[config.mk]
export PLATFORM = sky130hd
export DESIGN_NAME = apb4_ps2_rx_ctrl
export DESIGN_NICKNAME = d
export VERILOG_FILES = /design/src/rtl/apb4_ps2_rx_ctrl.sv
export SDC_FILE = /design/constraint.sdc
export NUM_CORES = 1
export LEC_CHECK = 0
export BUFFER_PORTS_ARGS = -buffer_cell sky130_fd_sc_hd__buf_2
export CORE_MARGIN = 4
export CORE_UTILIZATION = 57
export CTS_CLUSTER_SIZE = 40
export DETAILED_ROUTE_END_ITERATION = 12
export PLACE_DENSITY = 0.89
export SETUP_SLACK_MARGIN = 0.1
export SYNTH_ARGS = -nofsm -noshare
export SYNTH_HDL_FRONTEND = slang
export SYNTH_SLANG_ARGS = --single-unit
[constraint.sdc]
create_clock -name hclk -period 3.11 [get_ports hclk]
set_input_delay 0.622 -clock hclk [delete_from_list [all_inputs] [get_ports hclk]]
set_output_delay 0.622 -clock hclk [all_outputs]
set_load 0.02 [all_outputs]
[src/rtl/apb4_ps2_rx_ctrl.sv]
// ---------------------------------------------------------------------------
// apb4_ps2_rx_ctrl
// APB4 PS/2 receive controller. The PS/2 clock and data pins are synchronised,
// and the clock is glitch filtered. A frame FSM assembles each 11-bit frame and
// aborts it on an inter-bit timeout. Good bytes are pushed into a receive FIFO.
// Parity, framing and overflow errors are kept as sticky status flags. A
// maskable level interrupt fires on a FIFO threshold or on an error.
//
// Ports
//   hclk, hrst        system clock (rising edge) / async active-high reset
//   paddr[11:0]       byte address, paddr[3:2] decoded
//   psel, penable     APB select / access phase
//   pwrite, pwdata    APB write strobe / write data
//   prdata[31:0]      read data, zero outside a read access phase
//   pready, pslverr   constant 1 / constant 0
//   ps2_clk_i         PS/2 clock pin (asynchronous)
//   ps2_dat_i         PS/2 data pin (asynchronous)
//   irq_o             registered level interrupt
//
// Register map
//   0x0 DATA  RO  [8] valid, [7:0] head byte; a read while non-empty pops
//   0x4 CTRL  RW  [0] en, [1] thr_ie, [2] err_ie, [CW+7:8] thresh
//   0x8 STAT  RO/W1C  [0] empty, [1] full, [2] par_err, [3] frm_err, [4] ovf,
//                     [CW+7:8] count
//   0xC       reads 0
// ---------------------------------------------------------------------------
module apb4_ps2_rx_ctrl #(
  parameter int FIFO_DEPTH  = 8,
  parameter int FILT_LEN    = 4,
  parameter int TIMEOUT_CYC = 20000
) (
  input  logic        hclk,
  input  logic        hrst,
  input  logic [11:0] paddr,
  input  logic        psel,
  input  logic        penable,
  input  logic        pwrite,
  input  logic [31:0] pwdata,
  output logic [31:0] prdata,
  output logic        pready,
  output logic        pslverr,
  input  logic        ps2_clk_i,
  input  logic        ps2_dat_i,
  output logic        irq_o
);

  localparam int AW = $clog2(FIFO_DEPTH);
  localparam int CW = AW + 1;
  localparam int FW = $clog2(FILT_LEN + 1);
  localparam int TW = $clog2(TIMEOUT_CYC + 1);

  typedef enum logic {ST_IDLE, ST_RECV} state_t;

  // Odd parity holds when data plus parity bit carry an odd number of ones.
  function automatic logic odd_parity(input logic [8:0] v);
    return ^v;
  endfunction

  // -------------------------------------------------------------------------
  // Stage p0/p1: two-flop synchronisers for the asynchronous PS/2 pins
  // -------------------------------------------------------------------------
  logic clk_s_p0, clk_s_p1;
  logic dat_s_p0, dat_s_p1;

  always_ff @(posedge hclk or posedge hrst) begin
    if (hrst) begin
      clk_s_p0 <= 1'b1;
      clk_s_p1 <= 1'b1;
      dat_s_p0 <= 1'b1;
      dat_s_p1 <= 1'b1;
    end else begin
      clk_s_p0 <= ps2_clk_i;
      clk_s_p1 <= clk_s_p0;
      dat_s_p0 <= ps2_dat_i;
      dat_s_p1 <= dat_s_p0;
    end
  end

  // -------------------------------------------------------------------------
  // Stage p2: clock glitch filter and falling-edge pulse
  // -------------------------------------------------------------------------
  logic          clk_f_p2;
  logic          fall_p2;
  logic [FW-1:0] filt_cnt;

  always_ff @(posedge hclk or posedge hrst) begin
    if (hrst) begin
      clk_f_p2 <= 1'b1;
      fall_p2  <= 1'b0;
      filt_cnt <= '0;
    end else begin
      fall_p2 <= 1'b0;
      if (clk_s_p1 == clk_f_p2) begin
        filt_cnt <= '0;
      end else if (filt_cnt == FW'(FILT_LEN - 1)) begin
        // The new level was seen FILT_LEN times in a row: accept it.
        // A change away from a high level is a falling edge.
        clk_f_p2 <= clk_s_p1;
        filt_cnt <= '0;
        fall_p2  <= clk_f_p2;
      end else begin
        filt_cnt <= filt_cnt + FW'(1);
      end
    end
  end

  // -------------------------------------------------------------------------
  // Frame FSM, bit counter and inter-bit timeout
  // -------------------------------------------------------------------------
  state_t        state, state_nxt;
  logic [3:0]    bc;
  logic [TW-1:0] tcnt;
  logic [8:0]    sh;
  logic          frame_end;
  logic          tmo;

  logic          ctrl_en, ctrl_thr_ie, ctrl_err_ie;
  logic [CW-1:0] ctrl_thresh;

  always_ff @(posedge hclk or posedge hrst) begin
    if (hrst) state <= ST_IDLE;
    else      state <= state_nxt;
  end

  always_comb begin
    state_nxt = state;
    frame_end = 1'b0;
    tmo       = 1'b0;
    unique case (state)
      ST_IDLE: begin
        if (ctrl_en && fall_p2 && !dat_s_p1) state_nxt = ST_RECV;
      end
      ST_RECV: begin
        if (!ctrl_en) begin
          state_nxt = ST_IDLE;
        end else if (fall_p2) begin
          if (bc == 4'd9) begin
            frame_end = 1'b1;
            state_nxt = ST_IDLE;
          end
        end else if (tcnt == TW'(TIMEOUT_CYC - 1)) begin
          tmo       = 1'b1;
          state_nxt = ST_IDLE;
        end
      end
      default: state_nxt = ST_IDLE;
    endcase
  end

  always_ff @(posedge hclk or posedge hrst) begin
    if (hrst) begin
      bc   <= '0;
      tcnt <= '0;
    end else if (state == ST_IDLE) begin
      bc   <= '0;
      tcnt <= '0;
    end else if (fall_p2) begin
      bc   <= bc + 4'd1;
      tcnt <= '0;
    end else begin
      tcnt <= tcnt + TW'(1);
    end
  end

  // Bits enter at the top, so after nine shifts the first data bit sits at
  // sh[0] and the parity bit sits at sh[8].
  always_ff @(posedge hclk) begin
    if (state == ST_RECV && fall_p2 && bc != 4'd9) sh <= {dat_s_p1, sh[8:1]};
  end

  // -------------------------------------------------------------------------
  // Frame evaluation, FIFO and APB register file
  // -------------------------------------------------------------------------
  logic [7:0]    mem [FIFO_DEPTH];
  logic [AW-1:0] wr_ptr, rd_ptr;
  logic [CW-1:0] count;
  logic          empty, full;
  logic          par_err, frm_err, ovf;

  logic acc, rd_acc, wr_acc;
  logic frm_set, par_set, push_req, push, pop, ovf_set;
  logic w1c;

  assign acc    = psel & penable;
  assign rd_acc = acc & ~pwrite;
  assign wr_acc = acc & pwrite;
  assign w1c    = wr_acc && (paddr[3:2] == 2'd2);

  assign empty = (count == '0);
  assign full  = (count == CW'(FIFO_DEPTH));

  // Framing is checked first, then parity, then room in the FIFO.
  assign frm_set  = (frame_end && !dat_s_p1) || tmo;
  assign par_set  = frame_end && dat_s_p1 && !odd_parity(sh);
  assign push_req = frame_end && dat_s_p1 && odd_parity(sh);
  assign pop      = rd_acc && (paddr[3:2] == 2'd0) && !empty;
  assign push     = push_req && (!full || pop);
  assign ovf_set  = push_req && full && !pop;

  always_ff @(posedge hclk) begin
    if (push) mem[wr_ptr] <= sh[7:0];
  end

  always_ff @(posedge hclk or posedge hrst) begin
    if (hrst) begin
      wr_ptr      <= '0;
      rd_ptr      <= '0;
      count       <= '0;
      ctrl_en     <= 1'b0;
      ctrl_thr_ie <= 1'b0;
      ctrl_err_ie <= 1'b0;
      ctrl_thresh <= '0;
      par_err     <= 1'b0;
      frm_err     <= 1'b0;
      ovf         <= 1'b0;
      irq_o       <= 1'b0;
    end else begin
      if (push) wr_ptr <= wr_ptr + AW'(1);
      if (pop)  rd_ptr <= rd_ptr + AW'(1);
      case ({push, pop})
        2'b10:   count <= count + CW'(1);
        2'b01:   count <= count - CW'(1);
        default: count <= count;
      endcase

      if (wr_acc && paddr[3:2] == 2'd1) begin
        ctrl_en     <= pwdata[0];
        ctrl_thr_ie <= pwdata[1];
        ctrl_err_ie <= pwdata[2];
        ctrl_thresh <= pwdata[8 +: CW];
      end

      // A new error in the same cycle as its clear wins.
      par_err <= par_set | (par_err & ~(w1c & pwdata[2]));
      frm_err <= frm_set | (frm_err & ~(w1c & pwdata[3]));
      ovf     <= ovf_set | (ovf     & ~(w1c & pwdata[4]));

      irq_o <= (ctrl_thr_ie && ctrl_thresh != '0 && count >= ctrl_thresh) ||
               (ctrl_err_ie && (par_err || frm_err || ovf));
    end
  end

  always_comb begin
    prdata = '0;
    if (rd_acc) begin
      case (paddr[3:2])
        2'd0: begin
          if (!empty) prdata[8:0] = {1'b1, mem[rd_ptr]};
        end
        2'd1: begin
          prdata[0]      = ctrl_en;
          prdata[1]      = ctrl_thr_ie;
          prdata[2]      = ctrl_err_ie;
          prdata[8 +: CW] = ctrl_thresh;
        end
        2'd2: begin
          prdata[0]      = empty;
          prdata[1]      = full;
          prdata[2]      = par_err;
          prdata[3]      = frm_err;
          prdata[4]      = ovf;
          prdata[8 +: CW] = count;
        end
        default: prdata = '0;
      endcase
    end
  end

  assign pready  = 1'b1;
  assign pslverr = 1'b0;

  logic unused_bits;
  assign unused_bits = ^{paddr[11:4], paddr[1:0], pwdata[31:CW+8], pwdata[7:5]};

endmodule
* Yosys cells after proc, flatten, opt, wreduce, memory -nomap -nowiden
Memories as Yosys holds them, arrays and structs flattened.
Cells that the tools add are included.
** Cells by class
- Add/sub/neg operators :: 7
- $mul :: 0
- Div/mod/pow operators :: 0
- $lt $le $gt $ge :: 1
- Equal/unequal tests :: 11
- Shift-type cells :: 0
- Mux-type cells :: 32
- Bitwise gates (word level) :: 18
- Reduce and logical (&&, ||, !) cells :: 34
** Operator list (number)
- $mux W15 :: 2
- $logic_and A1 B1 Y1 :: 18
- $mux W1 :: 17
- $add A15 B1 Y15 const B :: 1
- $eq A15 B15 Y1 const B :: 1
- $mux W12 :: 1
- $add A3 B1 Y3 const B :: 3
- $and A1 B1 Y1 :: 9
- $mux W3 :: 3
- $mux W9 :: 1
- $pmux W3 S3 :: 1
- $reduce_xor A9 Y1 :: 1
- $add A4 B1 Y4 const B :: 2
- $eq A4 B4 Y1 const B :: 2
- $mux W4 :: 2
- $pmux W4 S2 :: 1
- $not A1 Y1 :: 6
- $pmux W3 S2 :: 1
- $logic_not A1 Y1 :: 5
- $logic_or A1 B1 Y1 :: 5
- $eq A2 B1 Y1 const B :: 2
- $eq A2 B2 Y1 const B :: 2
- $ge A4 B4 Y1 :: 1
- $logic_not A4 Y1 :: 1
- 13 further kinds :: 15
** Storage, ports and cells
- Flip-flop bits (word level) :: 59
- Latch bits :: 0
- RAM bits :: 64
- Memory bits (read-only) :: 0
- Input bits :: 51
- Output and inout bits :: 35
- Logic and storage cells :: 126
- Memories :: 1
** Memories
- mem :: words 8, width 8, read ports 1, clocked after memory_dff 0, write ports 1, RTL line 174 : logic [7:0] mem [FIFO_DEPTH];

* Logic depth before layout (Yosys ltp)
Gate-level depths: netlist of run 1.
- Word-level depth :: 10
- Mapped depth :: 12
- Depth with buffers taken out :: 12

* Least setup slack after synthesis of run 1
Ideal clock, no wire load.
- Kind :: register to register
- Start :: reg sh[2]
- End :: mem mem[0][0] (enable)
- Library setup time :: 395 ps
- Data arrival time :: 2468 ps
- Required time :: 2715 ps
- Setup slack :: 247 ps
- Stages on the path, launching flop included :: 6
- Path buffers :: 0
- Period minus slack after synthesis :: 2863 ps
- Path through :: edfxtp_1 > xnor2_2 > xor3_2 > xnor2_2 > nand3_2 > nor4_1
** Between the ends
- Cells in the longest elaborated chain, start to end :: 5
** RTL lines
- start, declared :: RTL line 113 : logic [8:0] sh;
- start signal, assigned :: RTL line 168 : if (state == ST_RECV && fall_p2 && bc != 4'd9) sh <= {dat_s_p1, sh[8:1]};
- $reduce_xor A9 Y1 :: RTL line 56 : return ^v;
- $logic_and A1 B1 Y1 :: RTL line 195 : assign push_req = frame_end && dat_s_p1 && odd_parity(sh);
- $logic_and A1 B1 Y1 :: RTL line 197 : assign push = push_req && (!full || pop);
- $mux W1 :: RTL line 201 : if (push) mem[wr_ptr] <= sh[7:0];
- $mux W1 (not written as such) :: RTL line 201
- end, declared :: RTL line 174
Every way passes these cells.

* Worst setup path after layout of run 1
- Start :: reg rd_ptr[0]
- End :: out prdata[1]
** Between the ends
- Cells in the longest elaborated chain, start to end :: 4
** RTL lines
- start, declared :: RTL line 175 : logic [AW-1:0] wr_ptr, rd_ptr;
- start signal, assigned :: RTL line 219 : if (pop) rd_ptr <= rd_ptr + AW'(1);
- $mem_v2 Z8 W8
- $mux W9 :: RTL line 248 : if (!empty) prdata[8:0] = {1'b1, mem[rd_ptr]};
- $pmux W3 S3 :: RTL line 246 : case (paddr[3:2])
- $mux W12 :: RTL line 245 : if (rd_acc) begin
- end, declared :: RTL line 39 : output logic [31:0] prdata,
Every way passes these cells.

==> results of run 1 <==
==> cells in the final DEF (no fill, tap or decap), drive strengths merged, types with 3 or more instances in the layout <==
master and n:
nor2 41, xor2 11, or3 4, and2 3, clkinv 3, nor2b 3
inv 10, ha 15, conb 22, nor4 4, mux4 16, xnor2 15
bufinv 3, nand4 11, nand3 13, a221oi 3, and4 3, dfrtp 45
a21oi 5, o21ai 4, clkbuf 21, clkinvlp 5, and3 4, mux2i 10
a22oi 4, nand4b 3, buf 55, dfstp 5, edfxtp 73, nor3 14
nand2b 5, nand2 28, mux2 9
==> registers in the layout, indices dropped and copies added, names as in the netlist, 3 cells and up <==
| register | flops |
|---|---|
| bc | 4 |
| count | 4 |
| ctrl_thresh | 4 |
| filt_cnt | 3 |
| mem | 64 |
| rd_ptr | 3 |
| sh | 9 |
| tcnt | 15 |
| wr_ptr | 3 |
==> cell type report <==
type                    instances  area share (%)
clock inverters                11           2.126
multi-input cells             275           32.04
inverters                      10          0.5546
flip-flops and latches        123           51.03
repair buffers                 55           5.158
clock buffers                  21           6.637
well taps                     133           2.459
==> per-stage QoR <==
stage / total power, mW / worst slack (ns)
after detailed placement: 2.748 / 0.2068
after global placement: 2.708 / 0.2811
after global routing: 5.003 / 0.06040
after CTS: 4.734 / 0.1006
final: 4.810 / 0.1975
after floorplan: 2.573 / 0.2475
==> cells by family after synthesis <==
kind of cell / after synthesis
xor+xnor: 29
mux: 35
flops: 123
buf+inv: 46
other cells: 2
fa+ha+maj: 15
compound gates: 28
simple gates: 146
==> power breakdown <==
part / internal [mW] / switching (mW)
Combinational: 0.458 / 0.383
Clock: 1.26 / 0.691
Sequential: 1.82 / 0.203
==> path summary, 6_finish.rpt <==
path / start / to / slack (ns) / cells past startpoint
setup reg to reg: sh[2] / count[2] / 0.22 / 10
hold / removal: ps2_clk_i / clk_s_p0 / 0.20 / 1
hold reg to reg: dat_s_p0 / dat_s_p1 / 0.35 / 0
setup / recovery: rd_ptr[0] / prdata[1] / 0.20 / 7
max in group asynchronous: hrst / rd_ptr[0] / 2.08 / 2
min in group asynchronous: hrst / ctrl_thresh[3] / 0.34 / 2
==> worst max-delay path, stage by stage (launching register included) <==
cell and delay [ns]:
dfrtp_2 0.42, buf_8 0.15, mux4_2 0.50, mux2i_2 0.21, nor2_1 0.08, a221oi_2 0.18, nor2_1 0.07, buf_2 0.16
==> what timing repair did <==
item	in CTS	in global routing
setup endpoints to repair	5	6
resized for setup	5	11
setup buffers	1	4
endpoints found under the hold margin	0	0
pin swaps	0	1
==> layer usage <==
metal	global-route usage, %	wire length, um	vias up
li1	-	-	1645
met1	25.77	4403	1827
met2	36.01	6129	172
met3	7.045	959	50
met4	10.28	385	0
met5	0	0	-
==> run_results.csv, run 1 <==
group,metric,value,unit
place,gp_congestion,0.7996,
clock_network,clk_pin_slew,0.05,ns
synthesis,synth-adder-area-share,3.267,%
timing,hold_ws,0.2032,ns
min_path,hold_path.class,"primary input to flop",
place,portBuffers,30,
setup_path,crit_arrival,2.29,ns
timing,slew_headroom,32.31,%
synthesis,synth.most_common_cell,"edfxtp_1",
synthesis,ys.warnings.count,0,
clock_network,postCtsHoldBufs,0,
synthesis,yosys.area.top_type,"edfxtp_1",
synthesis,synth_cell_types,55,
clock_network,htree_levels,4,
global_routing,grt_pass1_vias,3779,
global_routing,antenna_found_initial,0,
synthesis,async_flop_share,40.65,%
cells_and_area,register_area,3453,sq um
synthesis,yosys.area_share.simple,13.04,%
cells_and_area,fin_cells,628,
synthesis,yosysTopAreaCellShare,38.15,%
route,dr_total_vias,3694,
flow_run,maxCapViolCount,0,
timing,rsz0062_at_grt,"yes",
place,hpwlAfterDp,7391,um
timing,fin_setup_tns,0,ns
timing,fin_skew,0.01229,ns
power,power_leakage,2.661,nW
global_routing,grt_pass1_wl,18960,um
power,powerDensity,710.7,nW/um^2
synthesis,synth.area.top_cells,"edfxtp_1, dfrtp_1, mux4_2, ha_1, buf_4",
synthesis,syn-cell-area,5746,sq um
synthesis,syn_inst,424,
clock_network,root_buffer,"clkbuf_8",
route,post-route-drc-count,0,
clock_network,cts.path.max_buffers,2,
run_status,outcome,"completed",
cells_and_area,fillers,599,
cells_and_area,drive_gt1_share,26.87,%
global_routing,grt_remaining_overflow,0,
synthesis,muxShareOfSynthArea,9.843,%
setup_path,critPathLaunchType,"flop",
cells_and_area,fin_util,69.24,%
setup_path,crit_type,"flop to output pin",
synthesis,synth_top_family_by_area,"simple AND/OR/NAND/NOR gates",
timing,max_freq,343.3,MHz
synthesis,synth_edf_count,73,
clock_network,cts_tree,"done",
cells_and_area,diodes,0,
synthesis,ys_seq_area_share,60.04,%
die,die_h,108.4,um
clock_network,cts_inserted_buffers,17,
synthesis,synth_compound_area_share,3.550,%
route,drtPass1Iterations,5,
timing,drv_slew,0,
timing,setup_violations,0,
synthesis,avgSynthCellArea,13.55,sq um
die,ioPinCount,86,
die,core,9774,sq um
setup_path,setup.worst_path.end_class,"output pin",
timing,fin_crit,2.913,ns
route,drtIter0Drc,241,
die,die_area,11750,sq um
setup_path,cp_max_fo,6,
setup_path,cp_data_required_time,2.49,ns
route,via_per_inst,5.882,
synthesis,synth_xor_area_share,5.618,%
die,start_util,58.78,%
cells_and_area,syn_to_final_growth,17.79,%
power,vdd_ir_drop_max,0.3846,mV
clock_network,clkLatencyLatePin,0.52,ns
die,fp.dieW,108.4,um
synthesis,ys_top_cells_by_count,"edfxtp_1, dfrtp_1, nor2_1, nand2_1, buf_4",
cells_and_area,postLayoutCellArea,6768,sq um
clock_network,cts_sinks,123,
global_routing,grt_max_degree,51,
timing,tightest_slew,1.014,ns
global_routing,grt_usage,21.74,%
route,wire_per_inst,18.91,um
cells_and_area,nets,548,
place,place_area,6066,sq um
timing,hold_viol,0,
timing,fin_crit_sh,93.65,%
route,routed_wl,11880,um
synthesis,synth_flop_cell,"edfxtp_1",
route,postRouteAntennaNets,0,
cells_and_area,multi_input_area,2168,sq um
die,num_rows,36,
synthesis,ys_ff_latch,123,
place,place_inst,591,
(Power assumes the default switching activity.)
==> run 2, diff against run 1 <==
--- a/config.mk
+++ b/config.mk
@@ -5,6 +5,7 @@
 export SDC_FILE = /design/constraint.sdc
 export NUM_CORES = 1
 export LEC_CHECK = 0
+export ABC_AREA = 1
 export BUFFER_PORTS_ARGS = -buffer_cell sky130_fd_sc_hd__buf_2
 export CORE_MARGIN = 4
 export CORE_UTILIZATION = 57
==> constraint.sdc (replaced) <==
create_clock -name hclk -period 3.11 [get_ports hclk]
set_input_delay 0.1555 -clock hclk [delete_from_list [all_inputs] [get_ports hclk]]
set_output_delay 0.1555 -clock hclk [all_outputs]
set_load 0.02 [all_outputs]
==> run_results.csv, run 2 <==
group,metric,value,unit
run_status,outcome,"completed",
clock_network,clk_pin_slew,0.06,ns
cells_and_area,final_cell_mix,"nand2_1, edfxtp_1, nor2_1, inv_1, dfrtp_1",
synthesis,avgSynthCellArea,10.41,sq um
synthesis,synth_cell_types,46,
setup_path,cpMostUsedCell,"nand2_1",
min_path,hold_path.class,"primary input to flop",
die,die_area,11870,sq um
clock_network,clkLatencyLatePin,0.53,ns
global_routing,grt_max_degree,51,
power,power,4.887,mW
synthesis,ys_seq_area_share,59.41,%
route,dr_total_vias,4333,
clock_network,cts.path.max_buffers,2,
timing,fin_ws,0.3999,ns
route,wire_per_inst,16.98,um
route,drtPass1Iterations,5,
min_path,hp-start,"pwrite",
min_path,hold-path-cell-count,4,
synthesis,yosysTopAreaCellShare,37.75,%
die,ioPinCount,86,
setup_path,cp_data_required_time,2.95,ns
timing,tightest_slew,1.018,ns
setup_path,rrSetupSlack,0.59,ns
power,power_leakage,2.788,nW
setup_path,critPathLaunchType,"flop",
setup_path,crit_path_max_incr_delay,0.39,ns
clock_network,cts_sinks,123,
synthesis,synth_flop_cell,"edfxtp_1",
cells_and_area,reg_top3,"mem x64, tcnt x15, sh x9",
global_routing,grt_usage,23.93,%
route,via_per_inst,5.724,
cells_and_area,fillers,640,
route,post-route-drc-count,0,
cells_and_area,diodes,0,
timing,setup_violations,0,
timing,slew_headroom,32.04,%
timing,fin_setup_tns,0,ns
cells_and_area,syn_to_final_growth,16.33,%
global_routing,antenna_found_initial,0,
place,dp_slack,0.7177,ns
timing,drv_slew,0,
setup_path,setup.worst_path.end_class,"output pin",
die,num_rows,36,
clock_network,cts_inserted_buffers,17,
synthesis,async_flop_share,40.65,%
place,place_inst,714,
power,vdd_ir_drop_max,0.4942,mV
synthesis,synth.area.top_cells,"edfxtp_1, dfrtp_1, nand2_1, inv_1, nor2_1",
place,hpwlAfterDp,7999,um
cells_and_area,top_register,"mem",
route,drtIter0Drc,366,
timing,fin_crit_sh,87.14,%
synthesis,syn_inst,558,
clock_network,root_buffer,"clkbuf_8",
cells_and_area,final_common_cell,"nand2_1",
setup_path,crit_type,"flop to output pin",
setup_path,crit_slowest_cell,"dfrtp_1",
timing,max_freq,369.0,MHz
setup_path,critical_path.cell_chain,"inv_1, buf_4, nand2_1, a32o_1, nand2_1, o211ai_1, a21oi_1, buf_2",
clock_network,cts_tree,"done",
global_routing,grt_remaining_overflow,0,
die,fp.dieW,108.9,um
synthesis,ys.warnings.count,0,
setup_path,crit_arrival,2.55,ns
route,routed_wl,12860,um
cells_and_area,postLayoutCellArea,6755,sq um
setup_path,r2r_cells,11,
setup_path,path_delay_family,"buffers and inverters",
place,gp_congestion,0.8706,
power,powerDensity,723.4,nW/um^2
global_routing,grt_pass1_vias,4309,
setup_path,cp_max_fo,18,
cells_and_area,drive_gt1_share,16.67,%
setup_path,worstReg2RegStart,"bc[1]",
cells_and_area,nets,677,
die,die_h,108.9,um
cells_and_area,largest_reg_flops,64,
timing,hold_ws,0.04414,ns
synthesis,yosys.area.top_type,"edfxtp_1",
timing,fin_skew,0.009023,ns
min_path,min_to,"rd_ptr[0]",
timing,rsz0062_at_grt,"no",
route,postRouteAntennaNets,0,
synthesis,synth_edf_count,73,
setup_path,crit_buf_inv,3,
cells_and_area,fin_util,68.48,%
synthesis,ys_top_cells_by_count,"nand2_1, edfxtp_1, inv_1, nor2_1, dfrtp_1",
place,place_area,6045,sq um
place,portBuffers,30,
die,core,9864,sq um
flow_run,maxCapViolCount,0,
cells_and_area,fin_cells,757,
clock_network,htree_levels,4,
synthesis,synth.most_common_cell,"nand2_1",
timing,hold_viol,0,
die,start_util,58.87,%
synthesis,ys_ff_latch,123,
global_routing,grt_pass1_wl,21460,um
timing,fin_crit,2.710,ns
synthesis,syn-cell-area,5807,sq um
setup_path,r2r-end,"mem[2][3]",
run 2: cell types whose count changed after synthesis, sizes merged, moves of 10 or more:
cell   delta
a21oi    +18
nor2     +20
nand3    +11
xnor2    -12
inv      +52
mux2i    -10
o21ai    +37
mux4     -16
nand2    +63
run 2: worst register-to-register path: stages, from the launching register on:
cell and delay [ns]:
dfrtp_1 0.42, inv_1 0.10, ha_1 0.15, nand2_1 0.06, nor2_1 0.17, inv_1 0.11
nor4_2 0.25, nand3_2 0.20, nor2_8 0.19, nand2_1 0.15, nor3_1 0.20, buf_4 0.24
run 2: logic make-up after synthesis:
family | after synthesis | share of synthesized area (%)
simple gates | 210 | 17.48
flops | 123 | 59.41
buf+inv | 99 | 7.951
compound gates | 96 | 9.718
fa+ha+maj | 15 | 3.232
xor+xnor | 10 | 1.508
mux | 3 | 0.5817
other cells | 2 | 0.1293
run 2: power by group:
part,internal [mW],total [mW],leakage (nW),switching [mW]
combinational,0.320,0.945,1.22,0.625
sequential,1.82,1.95,1.29,0.135
clock,1.29,1.99,0.283,0.702
run 2: timing repair:
| action | CTS | global route |
|---|---|---|
| hold buffers | 11 | 0 |
| setup endpoints to repair | 0 | 2 |
| setup buffers | 0 | 0 |
| resized for setup | 0 | 2 |
| hold endpoints to repair | 56 | 0 |
run 2: final cells by class:
cell class | instances | area [sq um] | share of cell area, %
clock inverters | 14 | 177.7 | 2.630
inverters | 62 | 236.5 | 3.501
repair buffers | 51 | 335.3 | 4.964
flip-flops and latches | 123 | 3451 | 51.08
well taps | 133 | 166.4 | 2.463
clock buffers | 18 | 417.9 | 6.186
multi-input cells | 356 | 1971 | 29.17
run 2: how the worst max path moves through the flow:
stage	endpoint	depth (start not counted)	slack, ns	startpoint
4_1_cts	prdata[2]	6	0.28	rd_ptr[1]
3_3_place_gp	mem[1][7]	8	0.85	sh[7]
5_1_grt	prdata[4]	8	0.24	rd_ptr[0]
3_5_place_dp	count[2]	17	0.72	sh[7]
6_report	prdata[3]	8	0.40	rd_ptr[0]
2_1_floorplan	mem[0][0]	10	0.68	bc[1]
run 2: metal layers:
metal | share of wire (%) | vias up | track usage (%)
li1 | - | 1976 | -
met1 | 38 | 2077 | 28.79
met2 | 51 | 232 | 39.74
met3 | 7.3 | 48 | 6.809
met4 | 3.5 | 0 | 11.36
met5 | 0 | - | 0
==> run 3, diff against run 2 <==
--- a/config.mk
+++ b/config.mk
@@ -13,6 +13,7 @@
 export DETAILED_ROUTE_END_ITERATION = 12
 export PLACE_DENSITY = 0.89
 export SETUP_SLACK_MARGIN = 0.1
+export SKIP_CTS_REPAIR_TIMING = 1
 export SYNTH_ARGS = -nofsm -noshare
 export SYNTH_HDL_FRONTEND = slang
 export SYNTH_SLANG_ARGS = --single-unit
==> constraint.sdc (replaced) <==
create_clock -name hclk -period 3.11 [get_ports hclk]
set_input_delay 0.1555 -clock hclk [delete_from_list [all_inputs] [get_ports hclk]]
set_output_delay 0.1555 -clock hclk [all_outputs]
set_load 0.01 [all_outputs]
==> run_results.csv, run 3 (synthesis results as in run 2) <==
group,metric,value,unit
cells_and_area,nets,677,
min_path,hold_path.class,"primary input to flop",
timing,tightest_slew,1.029,ns
power,powerDensity,722.5,nW/um^2
timing,fin_skew,0.008914,ns
global_routing,grt_remaining_overflow,0,
route,postRouteAntennaNets,0,
power,vdd_ir_drop_max,0.4976,mV
clock_network,cts.path.max_buffers,2,
timing,setup_violations,0,
die,core,9864,sq um
timing,fin_setup_tns,0,ns
route,dr_total_vias,4336,
power,p_int,3.425,mW
cells_and_area,top_register,"mem",
route,via_per_inst,5.728,
place,gp_congestion,0.8706,
cells_and_area,fin_cells,757,
timing,hold_viol,0,
cells_and_area,diodes,0,
cells_and_area,drive_gt1_share,16.67,%
flow_run,maxCapViolCount,0,
clock_network,cts_sinks,123,
route,drtPass1Iterations,5,
cells_and_area,syn_to_final_growth,16.33,%
global_routing,grt_usage,23.10,%
route,routed_wl,13160,um
die,num_rows,36,
global_routing,grt_pass1_wl,20650,um
cells_and_area,reg_top3,"mem x64, tcnt x15, sh x9",
timing,drv_slew,0,
run_status,outcome,"completed",
power,p_sw_share,29.82,%
route,wire_per_inst,17.39,um
timing,fin_crit_sh,87.33,%
clock_network,cts_tree,"done",
timing,fin_crit,2.716,ns
setup_path,critPathLaunchType,"flop",
power,seq_power_share,40.1,%
place,place_inst,714,
power,power_leakage,2.788,nW
global_routing,grt_pass1_vias,4170,
die,ioPinCount,86,
clock_network,cts_inserted_buffers,17,
clock_network,clkLatencyLatePin,0.53,ns
die,die_area,11870,sq um
setup_path,cp_data_required_time,2.95,ns
clock_network,root_buffer,"clkbuf_8",
setup_path,crit_arrival,2.56,ns
timing,slew_headroom,31.33,%
die,fp.dieW,108.9,um
setup_path,crit_type,"flop to output pin",
place,portBuffers,30,
power,p_switching,1.455,mW
global_routing,grt_max_degree,51,
power,p_clk_share,40.8,%
cells_and_area,final_common_cell,"nand2_1",
place,hpwlAfterDp,7999,um
place,dp_slack,0.7177,ns
cells_and_area,largest_reg_flops,64,
power,pwr-share-comb,19.1,%
setup_path,cp_max_fo,18,
timing,rsz0062_at_grt,"no",
route,post-route-drc-count,0,
clock_network,clk_pin_slew,0.06,ns
clock_network,htree_levels,4,
route,drtIter0Drc,461,
cells_and_area,final_cell_mix,"nand2_1, edfxtp_1, nor2_1, inv_1, dfrtp_1",
timing,max_freq,368.2,MHz
timing,fin_ws,0.3941,ns
setup_path,setup.worst_path.end_class,"output pin",
die,start_util,58.87,%
global_routing,antenna_found_initial,0,
die,die_h,108.9,um
-- run 3: worst paths after layout --
path                                start  cells past startpoint        end  slack (ns)
min in group asynchronous            hrst                      3    tcnt[2]        0.43
max in group asynchronous            hrst                      3  rd_ptr[1]        1.98
worst min-delay path               pwrite                      4  rd_ptr[0]        0.05
worst max register to register      bc[1]                     11  mem[1][4]        0.60
worst max-delay path            rd_ptr[0]                      8  prdata[4]        0.39
worst min register to register   dat_s_p0                      0   dat_s_p1        0.35
-- run 3: power groups by stage --
stage | combinational (mW) | sequential [mW] | clock, mW
after floorplan | 0.695 | 1.93 | 0
after global placement | 0.818 | 1.96 | 0
after detailed placement | 0.876 | 1.97 | 0
after CTS | 0.904 | 1.95 | 2.00
after global routing | 1.04 | 1.97 | 2.09
final | 0.930 | 1.96 | 1.99
-- run 3: final cells by class --
cell class / instances / area, sq um
Sequential cell: 123 / 3451
Fill cell: 637 / 3109
Multi-Input combinational cell: 356 / 1971
Clock buffer: 18 / 417.9
Timing Repair Buffer: 51 / 335.3
Inverter: 62 / 236.5
Clock inverter: 14 / 177.7
Tap cell: 133 / 166.4
-- run 3: routing by layer --
| metal | vias to the layer above | track usage, % | wire length [um] |
|---|---|---|---|
| met1 | 2078 | 27.88 | 4925 |
| met5 | - | 0 | 0 |
| li1 | 1972 | - | - |
| met4 | 0 | 10.82 | 492 |
| met3 | 57 | 6.454 | 1016 |
| met2 | 229 | 38.42 | 6727 |
-- run 3: stage by stage --
stage	hold WS [ns]	total power [mW]	util [%]	cell area [sq um]
after floorplan	0.1600	2.623	-	5882
after global placement	0.2612	2.777	61.28	6045
after detailed placement	0.2617	2.845	61.28	6045
after CTS	-0.2942	4.855	67.31	6640
after global routing	0.04411	5.098	68.48	6755
final	0.04920	4.880	68.48	6755
-- run 3: worst max-delay path, cell delays in order (launching register included) --
cell and delay, ns:
dfrtp_1 0.40, inv_1 0.37, buf_4 0.32, nand2_1 0.08, a32o_1 0.21, nand2_1 0.09, o211ai_1 0.12, a21oi_1 0.24
buf_2 0.19
